## config.mk

```make
export PLATFORM = sky130hd
export DESIGN_NAME = sal_cfg_regs_flat
export DESIGN_NICKNAME = d
export VERILOG_FILES = /design/src/rtl/sal_cfg_pkg.sv /design/src/rtl/sal_cfg_if.sv /design/src/rtl/sal_cfg_commit_fsm.sv /design/src/rtl/sal_cfg_regs.sv /design/src/flat_wrapper.sv
export SDC_FILE = /design/constraint.sdc
export NUM_CORES = 1
export LEC_CHECK = 0
export CAP_MARGIN = 20
export CORE_AREA = 2 2 141 143
export CTS_BUF_LIST = sky130_fd_sc_hd__clkbuf_8
export CTS_CLUSTER_SIZE = 30
export DETAILED_ROUTE_END_ITERATION = 10
export DIE_AREA = 0 0 143 145
export PLACE_DENSITY = 0.83
export SKIP_CTS_REPAIR_TIMING = 1
export SLEW_MARGIN = 20
export SYNTH_ARGS = -nofsm -noshare
export SYNTH_HDL_FRONTEND = slang
export SYNTH_SLANG_ARGS = --single-unit
```

## constraint.sdc

```tcl
create_clock -name clk -period 7.3 [get_ports clk]
set_input_delay 0.73 -clock clk [delete_from_list [all_inputs] [get_ports clk]]
set_output_delay 0.73 -clock clk [all_outputs]
set_load 0.1 [all_outputs]
```

## src/rtl/sal_cfg_pkg.sv

```systemverilog
// Shared definitions for the DDR timing register file: address map, field order,
// reset timing values and commit FSM states.
package sal_cfg_pkg;

    localparam int NUM_TIMINGS     = 11;
    localparam int OFS_CTRL        = 'h00;
    localparam int OFS_STATUS      = 'h04;
    localparam int OFS_TIMING      = 'h10;
    localparam int OFS_TIMING_LAST = OFS_TIMING + 4 * (NUM_TIMINGS - 1);

    localparam int CTRL_COMMIT_BIT  = 0;
    localparam int CTRL_LOCK_BIT    = 1;
    localparam int CTRL_CLR_ERR_BIT = 2;

    typedef enum logic [3:0] {
        F_RCD, F_RP, F_RAS, F_RFC, F_RTP, F_WTP,
        F_RRD, F_CCD, F_WTR, F_RTW, F_RDEN
    } field_e;

    typedef enum logic [1:0] {
        ST_IDLE,
        ST_REQ,
        ST_APPLY
    } commit_state_e;

    // Reset value of each timing field, in clock cycles.
    function automatic int unsigned default_timing(input int unsigned idx);
        int unsigned val;
        case (field_e'(idx))
            F_RCD:   val = 5;
            F_RP:    val = 5;
            F_RAS:   val = 15;
            F_RFC:   val = 51;
            F_RTP:   val = 3;
            F_WTP:   val = 11;
            F_RRD:   val = 3;
            F_CCD:   val = 2;
            F_WTR:   val = 3;
            F_RTW:   val = 5;
            F_RDEN:  val = 6;
            default: val = 1;
        endcase
        return val;
    endfunction

endpackage

```

## src/rtl/sal_cfg_if.sv

```systemverilog
// Zero-wait-state APB bus between the host and the timing register file.
interface sal_cfg_if #(
    parameter int ADDR_W = 8
) ();
    logic              psel;
    logic              penable;
    logic              pwrite;
    logic [ADDR_W-1:0] paddr;
    logic [31:0]       pwdata;
    logic [31:0]       prdata;
    logic              pready;
    logic              pslverr;

    modport master (
        output psel, penable, pwrite, paddr, pwdata,
        input  prdata, pready, pslverr
    );

    modport slave (
        input  psel, penable, pwrite, paddr, pwdata,
        output prdata, pready, pslverr
    );
endinterface

```

## src/rtl/sal_cfg_commit_fsm.sv

```systemverilog
// Commit handshake with the scheduler: waits for idle (bounded by TIMEOUT),
// then pulses commit_done for the single cycle in which active timings are loaded.
module sal_cfg_commit_fsm
    import sal_cfg_pkg::*;
#(
    parameter int TIMEOUT = 1024
) (
    input  logic       clk,
    input  logic       rst,
    input  logic       start,
    input  logic       clear_err,
    input  logic       sched_idle,
    output logic       commit_req,
    output logic       commit_done,
    output logic       pending,
    output logic       timeout_err,
    output logic [7:0] commit_cnt
);
    localparam int CW = (TIMEOUT > 2) ? $clog2(TIMEOUT) : 1;
    localparam logic [CW-1:0] TIMER_LAST = CW'(TIMEOUT - 1);

    commit_state_e state;
    logic [CW-1:0] timer;

    // A start request is only honoured from IDLE; a timeout raised in the same
    // cycle as a software clear takes precedence so the event is not lost.
    always_ff @(posedge clk or posedge rst) begin
        if (rst) begin
            state       <= ST_IDLE;
            timer       <= '0;
            commit_req  <= 1'b0;
            commit_done <= 1'b0;
            pending     <= 1'b0;
            timeout_err <= 1'b0;
            commit_cnt  <= 8'd0;
        end else begin
            if (clear_err)
                timeout_err <= 1'b0;
            case (state)
                ST_IDLE: begin
                    if (start) begin
                        state      <= ST_REQ;
                        commit_req <= 1'b1;
                        pending    <= 1'b1;
                        timer      <= '0;
                    end
                end
                ST_REQ: begin
                    if (sched_idle) begin
                        state       <= ST_APPLY;
                        commit_req  <= 1'b0;
                        commit_done <= 1'b1;
                    end else if (timer == TIMER_LAST) begin
                        state       <= ST_IDLE;
                        commit_req  <= 1'b0;
                        pending     <= 1'b0;
                        timeout_err <= 1'b1;
                    end else begin
                        timer <= timer + CW'(1);
                    end
                end
                ST_APPLY: begin
                    state       <= ST_IDLE;
                    commit_done <= 1'b0;
                    pending     <= 1'b0;
                    commit_cnt  <= commit_cnt + 8'd1;
                end
                default: state <= ST_IDLE;
            endcase
        end
    end

endmodule

```

## src/rtl/sal_cfg_regs.sv

```systemverilog
// APB-programmable DDR timing register file: shadow registers written by software,
// copied to the active outputs only through the commit handshake.
module sal_cfg_regs
    import sal_cfg_pkg::*;
#(
    parameter int ADDR_W  = 8,
    parameter int TW      = 8,
    parameter int TIMEOUT = 1024
) (
    input  logic          clk,
    input  logic          rst,
    sal_cfg_if.slave      bus,
    output logic          commit_req,
    input  logic          sched_idle,
    output logic          commit_done,
    output logic [TW-1:0] t_rcd,
    output logic [TW-1:0] t_rp,
    output logic [TW-1:0] t_ras,
    output logic [TW-1:0] t_rfc,
    output logic [TW-1:0] t_rtp,
    output logic [TW-1:0] t_wtp,
    output logic [TW-1:0] t_rrd,
    output logic [TW-1:0] t_ccd,
    output logic [TW-1:0] t_wtr,
    output logic [TW-1:0] t_rtw,
    output logic [TW-1:0] rden_lat
);
    logic [TW-1:0]     shadow [NUM_TIMINGS];
    logic [TW-1:0]     active [NUM_TIMINGS];
    logic [ADDR_W-1:0] addr;
    logic [ADDR_W-1:0] tim_ofs;
    logic [3:0]        field_idx;
    logic              transfer, is_ctrl, is_status, is_timing, mapped;
    logic              value_bad, access_err, wr_ok;
    logic              lock, pending, timeout_err;
    logic [7:0]        commit_cnt;

    assign addr      = bus.paddr;
    assign transfer  = bus.psel & bus.penable;
    assign is_ctrl   = (addr == ADDR_W'(OFS_CTRL));
    assign is_status = (addr == ADDR_W'(OFS_STATUS));
    assign is_timing = (addr >= ADDR_W'(OFS_TIMING)) && (addr <= ADDR_W'(OFS_TIMING_LAST))
                       && (addr[1:0] == 2'b00);
    assign mapped    = is_ctrl | is_status | is_timing;
    assign tim_ofs   = addr - ADDR_W'(OFS_TIMING);
    assign field_idx = 4'(tim_ofs >> 2);
    assign value_bad = (bus.pwdata[TW-1:0] == '0) || ((bus.pwdata >> TW) != '0);

    always_comb begin
        access_err = 1'b0;
        if (!mapped)
            access_err = 1'b1;
        else if (bus.pwrite) begin
            if (is_status)
                access_err = 1'b1;
            else if (is_timing && (value_bad || pending || lock))
                access_err = 1'b1;
        end
    end

    assign wr_ok       = transfer & bus.pwrite & ~access_err;
    assign bus.pslverr = transfer & access_err;
    assign bus.pready  = 1'b1;

    always_comb begin
        bus.prdata = '0;
        if (transfer && !bus.pwrite) begin
            if (is_status)
                bus.prdata = {16'h0000, commit_cnt, 5'b00000, timeout_err, lock, pending};
            else if (is_timing)
                bus.prdata = 32'(shadow[field_idx]);
        end
    end

    // Lock is sticky until reset; it freezes the shadow set but never blocks a commit.
    always_ff @(posedge clk or posedge rst) begin
        if (rst)
            lock <= 1'b0;
        else if (wr_ok && is_ctrl && bus.pwdata[CTRL_LOCK_BIT])
            lock <= 1'b1;
    end

    always_ff @(posedge clk or posedge rst) begin
        if (rst) begin
            for (int i = 0; i < NUM_TIMINGS; i++) begin
                shadow[i] <= TW'(default_timing(i));
                active[i] <= TW'(default_timing(i));
            end
        end else begin
            if (wr_ok && is_timing)
                shadow[field_idx] <= bus.pwdata[TW-1:0];
            if (commit_done) begin
                for (int i = 0; i < NUM_TIMINGS; i++)
                    active[i] <= shadow[i];
            end
        end
    end

    sal_cfg_commit_fsm #(
        .TIMEOUT(TIMEOUT)
    ) u_commit (
        .clk        (clk),
        .rst        (rst),
        .start      (wr_ok & is_ctrl & bus.pwdata[CTRL_COMMIT_BIT]),
        .clear_err  (wr_ok & is_ctrl & bus.pwdata[CTRL_CLR_ERR_BIT]),
        .sched_idle (sched_idle),
        .commit_req (commit_req),
        .commit_done(commit_done),
        .pending    (pending),
        .timeout_err(timeout_err),
        .commit_cnt (commit_cnt)
    );

    assign t_rcd    = active[int'(F_RCD)];
    assign t_rp     = active[int'(F_RP)];
    assign t_ras    = active[int'(F_RAS)];
    assign t_rfc    = active[int'(F_RFC)];
    assign t_rtp    = active[int'(F_RTP)];
    assign t_wtp    = active[int'(F_WTP)];
    assign t_rrd    = active[int'(F_RRD)];
    assign t_ccd    = active[int'(F_CCD)];
    assign t_wtr    = active[int'(F_WTR)];
    assign t_rtw    = active[int'(F_RTW)];
    assign rden_lat = active[int'(F_RDEN)];

endmodule
```

## src/flat_wrapper.sv

```systemverilog
// flat-port wrapper written by rule: the top's interface ports become plain ports
module sal_cfg_regs_flat import sal_cfg_pkg::*;
#(
    parameter int ADDR_W  = 8,
    parameter int TW      = 8,
    parameter int TIMEOUT = 1024
)
  (clk, rst, commit_req, sched_idle, commit_done, t_rcd, t_rp, t_ras, t_rfc, t_rtp, t_wtp, t_rrd, t_ccd, t_wtr, t_rtw, rden_lat, bus_psel, bus_penable, bus_pwrite, bus_paddr, bus_pwdata, bus_prdata, bus_pready, bus_pslverr);
  sal_cfg_if #(.ADDR_W(ADDR_W)) bus_i ();
  input  logic clk;
  input  logic rst;
  output logic commit_req;
  input  logic sched_idle;
  output logic commit_done;
  output logic [TW-1:0] t_rcd;
  output logic [TW-1:0] t_rp;
  output logic [TW-1:0] t_ras;
  output logic [TW-1:0] t_rfc;
  output logic [TW-1:0] t_rtp;
  output logic [TW-1:0] t_wtp;
  output logic [TW-1:0] t_rrd;
  output logic [TW-1:0] t_ccd;
  output logic [TW-1:0] t_wtr;
  output logic [TW-1:0] t_rtw;
  output logic [TW-1:0] rden_lat;
  input wire logic [$bits(bus_i.psel)-1:0] bus_psel;
  input wire logic [$bits(bus_i.penable)-1:0] bus_penable;
  input wire logic [$bits(bus_i.pwrite)-1:0] bus_pwrite;
  input wire logic [$bits(bus_i.paddr)-1:0] bus_paddr;
  input wire logic [$bits(bus_i.pwdata)-1:0] bus_pwdata;
  output wire logic [$bits(bus_i.prdata)-1:0] bus_prdata;
  output wire logic [$bits(bus_i.pready)-1:0] bus_pready;
  output wire logic [$bits(bus_i.pslverr)-1:0] bus_pslverr;
  assign bus_i.psel = bus_psel;
  assign bus_i.penable = bus_penable;
  assign bus_i.pwrite = bus_pwrite;
  assign bus_i.paddr = bus_paddr;
  assign bus_i.pwdata = bus_pwdata;
  assign bus_prdata = bus_i.prdata;
  assign bus_pready = bus_i.pready;
  assign bus_pslverr = bus_i.pslverr;
  sal_cfg_regs #(.ADDR_W(ADDR_W), .TW(TW), .TIMEOUT(TIMEOUT)) u_core (.clk(clk), .rst(rst), .bus(bus_i), .commit_req(commit_req), .sched_idle(sched_idle), .commit_done(commit_done), .t_rcd(t_rcd), .t_rp(t_rp), .t_ras(t_ras), .t_rfc(t_rfc), .t_rtp(t_rtp), .t_wtp(t_wtp), .t_rrd(t_rrd), .t_ccd(t_ccd), .t_wtr(t_wtr), .t_rtw(t_rtw), .rden_lat(rden_lat));
endmodule
```

# After elaboration in Yosys (flattened, before gate mapping)
# Index checks and enable logic that the tools add are counted.
# Widths: inputs -> output; s select.
[op_classes]
addsub = 3
n_lt_le_gt_ge = 4
eq_ne = 10
muxes = 33
bitwise_logic = 11
n_reduce_logical = 25
[op_table]
columns = ["cell", "n"]
rows = [
  ["$bwmux 88", 1],
  ["$mux 32", 2],
  ["$bmux 8 s4", 1],
  ["$demux 8 s4", 1],
  ["$mux 8", 4],
  ["$reduce_bool 32->1", 1],
  ["$mux 10", 3],
  ["$pmux 10 s2", 1],
  ["$logic_not 8->1", 2],
  ["$mux 1", 13],
  ["$add 10x1->10 const B", 1],
  ["$eq 10x10->1 const B", 1],
  ["$ne 2x2->1 const B", 5],
  ["$add 8x1->8 const B", 1],
  ["$eq 8x3->1 const B", 1],
  ["$ge 8x5->1 const B", 1],
  ["$le 8x6->1 const B", 1],
  ["$logic_and 1x1->1", 8],
  ["$reduce_and 4->1", 2],
  ["$and 1x1->1", 7],
  ["$mux 2", 3],
  ["$sub 6x5->6 const B", 1],
  ["$ge 5x5->1 const B", 1],
  ["$lt 5x1->1 const B", 1],
  ["other kinds (16)", 23],
]
[totals]
register_bits = 201
inputBits = 46

# Depth between registers and ports, before layout
# Gate-level depths: netlist of run 1.
[depth]
ltp_word = 17
depth_mapped = 9

# Cells and area by module
# A second synthesis of run 1 with hierarchy kept.
[hier_totals]
hier_cells = 697
area_unflattened_um2 = 9471.6
[modules_own_cells]
columns = ["module", "n_inst", "cells_per_inst", "area_each_um2"]
rows = [
  ["sal_cfg_regs", 1, 562, 8162.8],
  ["sal_cfg_commit_fsm", 1, 135, 1308.8],
]

# Worst setup path before layout of run 1
# OpenSTA, ideal clock, no wires.
[synth_timing]
kind = "input port to output port"
start = "input port bus_paddr[2]"
end = "output port bus_prdata[0]"
arrival_ns = 4.307
t_required_ns = 6.570
slack_ns = 2.263
cell_stages = 5
n_path_buf = 1
cell_sequence = "buf_2 > or4b_4 > a211oi_1 > nand3_1 > o21ai_0"
[synth_between]
elab_chain_cells = 8
word_cells_on_any_way = 13
classes_between = "add/sub: 1; order compare: 2; eq/ne: 1; mux: 6; bitwise: 1; reduce/logical: 2"
[synth_lines]
columns = ["element", "line", "text"]
rows = [
  ["start: declaration", "flat_wrapper.sv:29", "input wire logic [$bits(bus_i.paddr)-1:0] bus_paddr;"],
  ["$sub 6x5->6", "sal_cfg_regs.sv:45", "assign tim_ofs = addr - ADDR_W'(OFS_TIMING);"],
  ["$not 4->5 (implied by the code)", "sal_cfg_regs.sv:71", "bus.prdata = 32'(shadow[field_idx]);"],
  ["$bmux 8 s4", "sal_cfg_regs.sv:71", ""],
  ["$mux 8 (implied by the code) (2 in series)", "sal_cfg_regs.sv:71", ""],
  ["$mux 8", "sal_cfg_regs.sv:70", "else if (is_timing)"],
  ["$mux 32 *", "sal_cfg_regs.sv:68", "if (is_status)"],
  ["$mux 32 *", "sal_cfg_regs.sv:67", "if (transfer && !bus.pwrite) begin"],
  ["end: declaration", "flat_wrapper.sv:31", "output wire logic [$bits(bus_i.prdata)-1:0] bus_prdata;"],
]
# Every way passes the cells marked *; elsewhere a longest branch is shown, timed or not. The select of a mux whose other input is x is not followed.

# Worst setup path after layout of run 1
[layout_timing]
start = "input port bus_paddr[6]"
end = "output port bus_prdata[2]"
[layout_between]
elab_chain_cells = 6
word_cells_on_any_way = 8
classes_between = "order compare: 2; eq/ne: 1; mux: 3; reduce/logical: 2"
[layout_lines]
columns = ["element", "line", "text"]
rows = [
  ["$ge 8x5->1 or $le 8x6->1 (tied branches)", "sal_cfg_regs.sv:42", "assign is_timing = (addr >= ADDR_W'(OFS_TIMING)) && (addr <= ADDR_W'(OFS_TIMING_LAST))"],
  ["$logic_and 1x1->1", "sal_cfg_regs.sv:42", ""],
  ["$logic_and 1x1->1", "sal_cfg_regs.sv:43", "&& (addr[1:0] == 2'b00);"],
  ["$mux 8", "sal_cfg_regs.sv:70", ""],
  ["$mux 32 *", "sal_cfg_regs.sv:68", ""],
  ["$mux 32 *", "sal_cfg_regs.sv:67", ""],
]
# Every way passes the cells marked *; elsewhere a longest branch is shown, timed or not.

==> results of run 1 <==
==> per-stage QoR <==
stage	cell area, um^2	cells	setup WS (ns)	total power, mW	utilization [%]
after floorplan	9485	712	1.174	1.302	-
after global placement	11060	1077	2.178	1.354	57.59
after detailed placement	11060	1077	2.072	1.356	57.59
after CTS	11760	1139	2.083	2.364	61.23
after global routing	11770	1140	1.738	2.426	61.28
final	11770	1140	1.971	2.339	61.28
==> sequential cells by signal (all words and copies together), names as in the netlist <==
name / cells
u_core.shadow: 88
u_core.u_commit.timer: 10
u_core.rden_lat: 8
u_core.t_ccd: 8
u_core.t_ras: 8
u_core.t_rcd: 8
u_core.t_rfc: 8
u_core.t_rp: 8
u_core.t_rrd: 8
u_core.t_rtp: 8
u_core.t_rtw: 8
u_core.t_wtp: 8
u_core.t_wtr: 8
u_core.u_commit.commit_cnt: 8
u_core.u_commit.state: 2
u_core.lock: 1
u_core.u_commit.commit_done: 1
u_core.u_commit.commit_req: 1
u_core.u_commit.pending: 1
u_core.u_commit.timeout_err: 1
==> logic make-up after synthesis <==
kind of cell,after synthesis,share of synthesized area [%]
compound gates,76,5.945
xor+xnor,7,0.6502
flops,201,54.03
simple gates,129,8.081
mux,202,25.92
other cells,2,0.07965
buf+inv,69,3.835
fa+ha+maj,11,1.460
==> area by class of cell <==
| class | instances | area, um^2 |
|---|---|---|
| Clock inverter | 17 | 80.08 |
| Multi-Input combinational cell | 442 | 4029 |
| Sequential cell | 201 | 5099 |
| Inverter | 13 | 56.30 |
| Clock buffer | 45 | 619.3 |
| Timing Repair Buffer | 157 | 1555 |
| Fill cell | 1433 | 7437 |
| Tap cell | 265 | 331.6 |
==> worst paths after layout <==
path,to,cells after the start
setup reg to reg,u_core.shadow[70],5
hold / removal,u_core.u_commit.commit_cnt[7],1
min in group asynchronous,u_core.u_commit.timer[3],2
max in group asynchronous,u_core.shadow[71],3
hold reg to reg,u_core.u_commit.commit_cnt[7],1
setup / recovery,bus_prdata[2],7
==> cells in the mapped netlist (3+ instances only) <==
master,number
mux2_2,177
dfstp_2,52
mux2i_1,9
nor3_1,6
buf_6,5
and3_1,15
nor4_1,8
buf_4,17
o211ai_1,6
buf_1,8
nor2b_1,5
clkbuf_1,25
a31o_2,3
nand2_1,31
nand3_1,9
or4_1,4
nor2_1,11
nand4_1,8
o31ai_1,7
nand2b_1,7
dfrtp_1,149
and2_1,10
a2bb2oi_1,5
nand3_2,6
mux4_2,16
ha_1,11
a21oi_1,11
xnor2_1,6
inv_1,13
a31oi_1,3
o21ai_0,15
==> worst register-to-register path, delay by kind of cell (launching register included) <==
family,cells,cell delay [ns]
multiplexers,1,0.41
AND/OR/NAND/NOR,4,1.98
flip-flops,1,0.43
==> per-layer routing <==
metal | routed length [um] | global-route usage, %
met2 | 11190 | 36.63
met3 | 1328 | 4.488
met1 | 9716 | 29.28
met5 | 0 | 0
met4 | 533 | 7.871
==> power by group <==
group          switching [mW]  internal [mW]  total [mW]
clock                   0.449          0.555        1.00
sequential             0.0201           1.12        1.14
combinational           0.130         0.0637       0.194
==> summary.txt, run 1 <==
Run status
  – Status: complete, no violations

Synth
  – Area leader, netlist: dfrtp_1
  – Synth top area share: 39.54%
  – Synth Instances: 697
  – Ys flop type: dfrtp_1
  – Sequential fraction of the synthesis area: 54.03%
  – Distinct cell type count of the synthesized netlist: 61
  – Post-synthesis register bit count: 201
  – Warnings from Yosys: 0
  – Mapped cell area: 9429 um^2
  – Syn Area/Cell: 13.53 um^2
  – EDFF count, synth: 0
  – Synth top area cells: dfrtp_1 (40%), mux2_2 (21%), dfstp_2 (14%)
  – Share of flip-flops with an asynchronous set or reset: 100.0%

Setup path
  – FF-to-FF Start: u_core.lock
  – Max FO, Critical Path: 10
  – Critical-path cell list: clkdlybuf4s50_1, nor4_1, nand3_1, nor3_1, nand2_1, o21ai_0, clkdlybuf4s50_1
  – Setup slack, reg-to-reg: 4.36 ns
  – Worst setup path category: input pin to primary output
  – Worst path required time: 6.57 ns
  – Slowest cell on crit path: clkdlybuf4s50_1
  – CP Data Arrival Time: 4.60 ns
  – CP Launch Point: bus_paddr[6]
  – Bufs and invs on worst path: 2
  – Family with the most delay on the worst path: simple AND/OR/NAND/NOR gates
  – CP endpoint kind: primary output
  – Worst Setup Start Kind: input pin
  – CP max stage delay: 1.20 ns
  – Most used cell, CP: clkdlybuf4s50_1

Global routing
  – First-pass GRT wire length: 36,040 um
  – GRT Overall Usage: 22.26%
  – Largest net degree at the start of global routing: 121
  – Vias in the first global route: 6,581
  – Initial antenna violation count: 0
  – Grt ovf: 0

STA
  – Total negative slack: 0 ns
  – Clock period minus worst slack: 5.329 ns
  – Final Hold Fails: 0
  – # setup viols final: 0
  – Minimum hold slack: 0.4576 ns
  – RSZ-0062 raised after global routing: false
  – Relative slew slack: 32.03%
  – Least-Margin Pin Slew: 1.016 ns
  – FMAX: 0.1877 GHz
  – Tcrit/Tclk final: 72.99%
  – Final Max Tran Viols: 0
  – Final Skew: 0.02226 ns

Detailed routing
  – Drt pass-1 iters: 5
  – Routed WL: 22,770 um
  – Initial DRC count: 453
  – Detail Route Antenna Nets: 0
  – Routed vias: 6,416
  – Routed length per instance: 19.97 um
  – Remaining routing DRC violations: 0
  – Routed vias/inst: 5.628

Clock network
  – Worst skew pair latency: 0.53 ns
  – H-tree depth: 2
  – Clk pin slew, worst setup/hold paths: 0.05 ns
  – Root buf cell: clkbuf_8
  – Cts bufs inserted: 34
  – Clock Sinks: 201
  – Max Root-Sink Buffers: 3
  – TritonCTS clock tree: done

Placement
  – Dpl hpwl: 15,460 um
  – Number of buffers added on ports: 152
  – Placer Congestion: 0.8328

Floorplan
  – Initial core utilization: 49.09%
  – Core footprint: 19,210 um^2
  – Die area: 20,740 um^2
  – DIE WIDTH: 143 um
  – IO Pins: 170
  – DIE HEIGHT: 145 um
  – Row count: 51

Power
  – Leakage: 5.309 nW
  – Peak VDD IR: 0.1416 mV
  – Pwr per Cell Area: 198.8 nW/um^2

Min path
  – Class of the worst hold path: register to register
  – Hold path start: u_core.u_commit.commit_cnt[7]

Cells and area
  – Commonest cells after routing, fill and taps aside: mux2_2 (177), clkdlybuf4s50_1 (151), dfrtp_1 (148)
  – Inserted Diodes: 0
  – Layout cells sized above 1: 36.11%
  – Final nets: 906
  – Area grow syn2layout: 24.83%
  – Commonest non-fill, non-tap cell in the layout: mux2_2

Job
  – Max Cap Violations: 0
Note: power is estimated with default switching activity, not from simulation.
==> inputs of run 2 (changes only) <==
Clock period 7.3 ns to 5.3 ns, I/O delays scaled along.
==> run 2 against run 1 <==
  * Critical path type unchanged
  * Count of clock-buffer cells in the layout down 6
  * Register-to-register slack worse by 2.0 ns
  * Total power up 37%
  * Cell count about the same
  * Clock power up 37%
  * Setup slack worse by 0.72 ns
  * Non-clock buffer count up 2
  * Sequential power up 39%
  * Sequential share of layout area down 0.14 points
  * Global-route usage down 0.098 points
==> summary.txt, run 2 (synthesis gave the netlist of run 1 again) <==
Setup path
  – Worst Setup Start Kind: input pin
  – WP depth: 6
  – Slowest cell on crit path: clkdlybuf4s50_1
  – Bufs and invs on worst path: 2
  – Max FO, Critical Path: 13
  – CP max stage delay: 0.74 ns
  – CP Data Arrival Time: 3.52 ns
  – Reg2Reg Depth: 5
  – Critical-path cell list: clkdlybuf4s50_1, or4b_4, a211oi_1, nand3_1, o21ai_0, buf_12
  – Family with the most delay on the worst path: compound AO/OA/AOI/OAI gates
  – Setup slack, reg-to-reg: 2.40 ns
  – Worst setup path category: input pin to primary output
  – Worst path required time: 4.77 ns
  – CP endpoint kind: primary output

Placement
  – Number of buffers added on ports: 152
  – Dpl hpwl: 15,710 um
  – Placed cell areas: 11,130 um^2
  – Placed Cells: 1,079
  – Placer Congestion: 0.9568
  – Pre-CTS setup slack: 1.303 ns

Floorplan
  – Row count: 51
  – Initial core utilization: 49.09%
  – DIE WIDTH: 143 um
  – DIE HEIGHT: 145 um
  – Die area: 20,740 um^2
  – IO Pins: 170
  – Core footprint: 19,210 um^2

STA
  – Final Skew: 0.01626 ns
  – # setup viols final: 0
  – Total negative slack: 0 ns
  – Final Max Tran Viols: 0
  – RSZ-0062 raised after global routing: false
  – Tcrit/Tclk final: 76.40%
  – Relative slew slack: 30.46%
  – Clock period minus worst slack: 4.049 ns
  – Final worst-path setup slack: 1.251 ns
  – FMAX: 0.2470 GHz
  – Final Hold Fails: 0
  – Least-Margin Pin Slew: 1.034 ns

Power
  – Pwr Total: 3.216 mW
  – Leakage: 5.356 nW
  – Pwr per Cell Area: 272.4 nW/um^2
  – Peak VDD IR: 0.2060 mV

Global routing
  – Met1 Use GR: 29.95%
  – Initial antenna violation count: 0
  – Largest net degree at the start of global routing: 112
  – Grt ovf: 0
  – Met3 usage: 3.828%
  – GRT Overall Usage: 22.16%
  – Met2 Use GR: 35.96%
  – First-pass GRT wire length: 36,140 um
  – Vias in the first global route: 6,546
  – Busiest grt layer: met2

Detailed routing
  – Initial DRC count: 370
  – Routed vias: 6,383
  – Routed vias/inst: 5.604
  – Drt pass-1 iters: 4
  – Remaining routing DRC violations: 0
  – Detail Route Antenna Nets: 0
  – Routed length per instance: 20.16 um
  – Routed WL: 22,970 um

Run status
  – Status: complete, no violations

Clock network
  – Root buf cell: clkbuf_8
  – Worst skew pair latency: 0.52 ns
  – Max Root-Sink Buffers: 3
  – H-tree depth: 2
  – Cts bufs inserted: 34
  – Clock Sinks: 201
  – TritonCTS clock tree: done
  – Clk pin slew, worst setup/hold paths: 0.06 ns

Cells and area
  – Cell Count, Final, Fillers Out: 1,139
  – Final nets: 908
  – Inserted Diodes: 0
  – Layout cells sized above 1: 37.87%
  – Post-route cell area: 11,810 um^2
  – Largest registers: u_core.shadow x88, u_core.u_commit.timer x10
  – Area grow syn2layout: 25.23%
  – Commonest cells after routing, fill and taps aside: mux2_2 (177), dfrtp_1 (148), clkdlybuf4s50_1 (134)
  – Largest Register: u_core.shadow
  – Commonest non-fill, non-tap cell in the layout: mux2_2
  – Max reg flops: 88

Min path
  – Hold path depth: 1
  – Class of the worst hold path: register to register

Job
  – Max Cap Violations: 0
## run 2: path summary, 6_finish.rpt
| path | start | endpoint |
|---|---|---|
| min in group asynchronous | rst | u_core.shadow[30] |
| setup reg to reg | u_core.lock | u_core.shadow[68] |
| max in group asynchronous | rst | u_core.t_rtw[4] |
| hold reg to reg | u_core.u_commit.commit_cnt[7] | u_core.u_commit.commit_cnt[7] |
| setup / recovery | bus_paddr[4] | bus_prdata[0] |
| hold / removal | u_core.u_commit.commit_cnt[7] | u_core.u_commit.commit_cnt[7] |
## run 2: cell type report
type | instances | area (um^2)
clock inverters | 20 | 135.1
flip-flops and latches | 201 | 5099
well taps | 265 | 331.6
inverters | 13 | 52.55
multi-input cells | 442 | 4029
fillers | 1490 | 7400
clock buffers | 39 | 536.8
repair buffers | 159 | 1624
## run 2: stage by stage
stage,utilization (%),hold WS [ns]
CTS,61.45,0.4746
global placement,57.95,0.4565
global route,61.47,0.4964
floorplan,-,0.4376
finish,61.47,0.4710
detailed placement,57.95,0.4627
## run 2: power breakdown
group	switching [mW]	internal (mW)	total [mW]	leakage, nW
clock	0.607	0.767	1.37	0.395
combinational	0.178	0.0892	0.267	2.38
sequential	0.0305	1.54	1.58	2.58
## run 2: metal layers
metal  routed length [um]  up-vias
li1                     -     2842
met1                 9905     3250
met4                  635        0
met5                    0        -
met3                 1359       61
met2                11070      230
## run 2: worst reg2reg max path, cell delays in order, from the launching register on
cell and delay (ns):
dfrtp_1 0.43, nor4_1 0.30, nand4_1 0.43, nor4b_4 0.66, and3_1 0.56, mux2_2 0.40
==> inputs of run 3 (changes only) <==
Clock period 5.3 ns to 4 ns, I/O delays scaled along.
==> run 3 against run 2 <==
  * Die area stayed put
  * Cell area rose by 2.7%
  * Sequential power rose by 32%
  * Cell count increased by 1.2%
  * Clock skew decreased by 0.0044 ns
  * Largest cell class unchanged
==> summary.txt, run 3 (synthesis gave the netlist of run 1 again) <==
Run status
  – Status: complete, no violations

Power
  – Sw Pwr: 1.079 mW
  – Sw Share: 24.77%
  – Sequential fraction of design power: 47.8%
  – Pwr Total: 4.357 mW
  – Peak VDD IR: 0.2485 mV
  – Internal power: 3.278 mW
  – Leakage: 5.471 nW
  – Combinational share of power: 8.5%
  – Clock Power Share: 43.7%
  – Pwr per Cell Area: 359.4 nW/um^2

Placement
  – Placed cell areas: 11,400 um^2
  – Pre-CTS setup slack: 0.7005 ns
  – Placed Cells: 1,095
  – Number of buffers added on ports: 152
  – Dpl hpwl: 16,090 um
  – Placer Congestion: 0.9374

Detailed routing
  – Remaining routing DRC violations: 0
  – Detail Route Antenna Nets: 0
  – Routed vias: 6,444
  – Initial DRC count: 513
  – Routed vias/inst: 5.589
  – Routed WL: 23,530 um
  – Routed length per instance: 20.40 um
  – Drt pass-1 iters: 5

STA
  – Final Skew: 0.01184 ns
  – Final Max Tran Viols: 0
  – Clock period minus worst slack: 3.340 ns
  – Final worst-path setup slack: 0.6597 ns
  – Least-Margin Pin Slew: 0.9989 ns
  – # setup viols final: 0
  – Relative slew slack: 33.20%
  – Tcrit/Tclk final: 83.51%
  – FMAX: 0.2994 GHz
  – RSZ-0062 raised after global routing: false
  – Final Hold Fails: 0

Floorplan
  – Row count: 51
  – IO Pins: 170
  – DIE WIDTH: 143 um
  – Initial core utilization: 49.09%
  – DIE HEIGHT: 145 um
  – Core footprint: 19,210 um^2
  – Die area: 20,740 um^2

Cells and area
  – Area grow syn2layout: 28.58%
  – Layout cells sized above 1: 39.64%
  – Final nets: 920
  – Commonest cells after routing, fill and taps aside: mux2_2 (177), dfrtp_1 (148), clkdlybuf4s50_1 (134)
  – Largest registers: u_core.shadow x88, u_core.u_commit.timer x10
  – Max reg flops: 88
  – Cell Count, Final, Fillers Out: 1,153
  – Reg area: 5099 um^2
  – Filler cell count: 1,414
  – Multi-input combinational cell area: 4034 um^2
  – Largest Register: u_core.shadow
  – Final Util: 63.12%
  – Post-route cell area: 12,120 um^2
  – Commonest non-fill, non-tap cell in the layout: mux2_2
  – Inserted Diodes: 0

Setup path
  – Max FO, Critical Path: 17
  – CP Data Arrival Time: 2.94 ns
  – Worst Setup Start Kind: input pin
  – Worst setup path category: input pin to primary output
  – CP endpoint kind: primary output
  – Worst path required time: 3.60 ns

Clock network
  – TritonCTS clock tree: done
  – Worst skew pair latency: 0.56 ns
  – Root buf cell: clkbuf_8
  – Cts bufs inserted: 31
  – Clock Sinks: 201
  – H-tree depth: 1
  – Clk pin slew, worst setup/hold paths: 0.07 ns
  – Max Root-Sink Buffers: 3

Min path
  – Class of the worst hold path: input pin to asynchronous set/reset pin

Global routing
  – GRT Overall Usage: 22.92%
  – Initial antenna violation count: 0
  – Vias in the first global route: 6,751
  – Largest net degree at the start of global routing: 61
  – First-pass GRT wire length: 37,290 um
  – Grt ovf: 0

Job
  – Max Cap Violations: 0
## run 3: through the flow
step                hold WS [ns]  TNS (ns)
finish                    0.3603         0
global placement          0.4533         0
global route              0.4284         0
floorplan                 0.4376   -0.7536
CTS                       0.3646         0
detailed placement        0.4554         0
## run 3: path summary, 6_finish.rpt
check / from / to / slack (ns) / cells after the start
min in group clk: u_core.u_commit.commit_cnt[7] / u_core.u_commit.commit_cnt[7] / 0.47 / 1
hold / removal: rst / u_core.t_rtp[2] / 0.36 / 2
max in group asynchronous: rst / u_core.t_rfc[4] / 2.83 / 3
setup reg to reg: u_core.lock / u_core.shadow[39] / 1.10 / 5
hold reg to reg: u_core.u_commit.commit_cnt[7] / u_core.u_commit.commit_cnt[7] / 0.47 / 1
setup / recovery: bus_paddr[4] / bus_prdata[0] / 0.66 / 9
## run 3: worst max-delay path, cell delays in order
cell             delay (ns)
clkdlybuf4s50_1        0.47
buf_4                  0.18
inv_1                  0.10
ha_1                   0.60
nor2b_1                0.19
buf_4                  0.15
a22oi_1                0.10
o21ai_0                0.49
buf_12                 0.25
## run 3: power groups by stage
stage / Combinational (mW) / Clock (mW) / Sequential (mW)
finish: 0.371 / 1.90 / 2.08
global route: 0.399 / 2.03 / 2.08
CTS: 0.373 / 1.94 / 2.08
detailed placement: 0.371 / 0 / 2.12
global placement: 0.368 / 0 / 2.12
floorplan: 0.277 / 0 / 2.10
## run 3: final cells by class
cell class / instances / share of cell area [%]
tap: 265 / 2.735
clock inverter: 14 / 0.9288
multi-input combinational: 442 / 33.27
clock buffer: 44 / 4.995
sequential: 201 / 42.05
timing repair buffer: 174 / 15.58
inverter: 13 / 0.4334
## run 3: per-layer routing
layer  GRT usage [%]  vias up  wire (um)  part of all wire [%]
met4           7.574        0        677                   2.9
met1           31.46     3283      10210                    43
met5               0        -          0                     0
li1                -     2871          -                     -
met2           37.27      241      11310                    48
met3           3.630       49       1322                   5.6
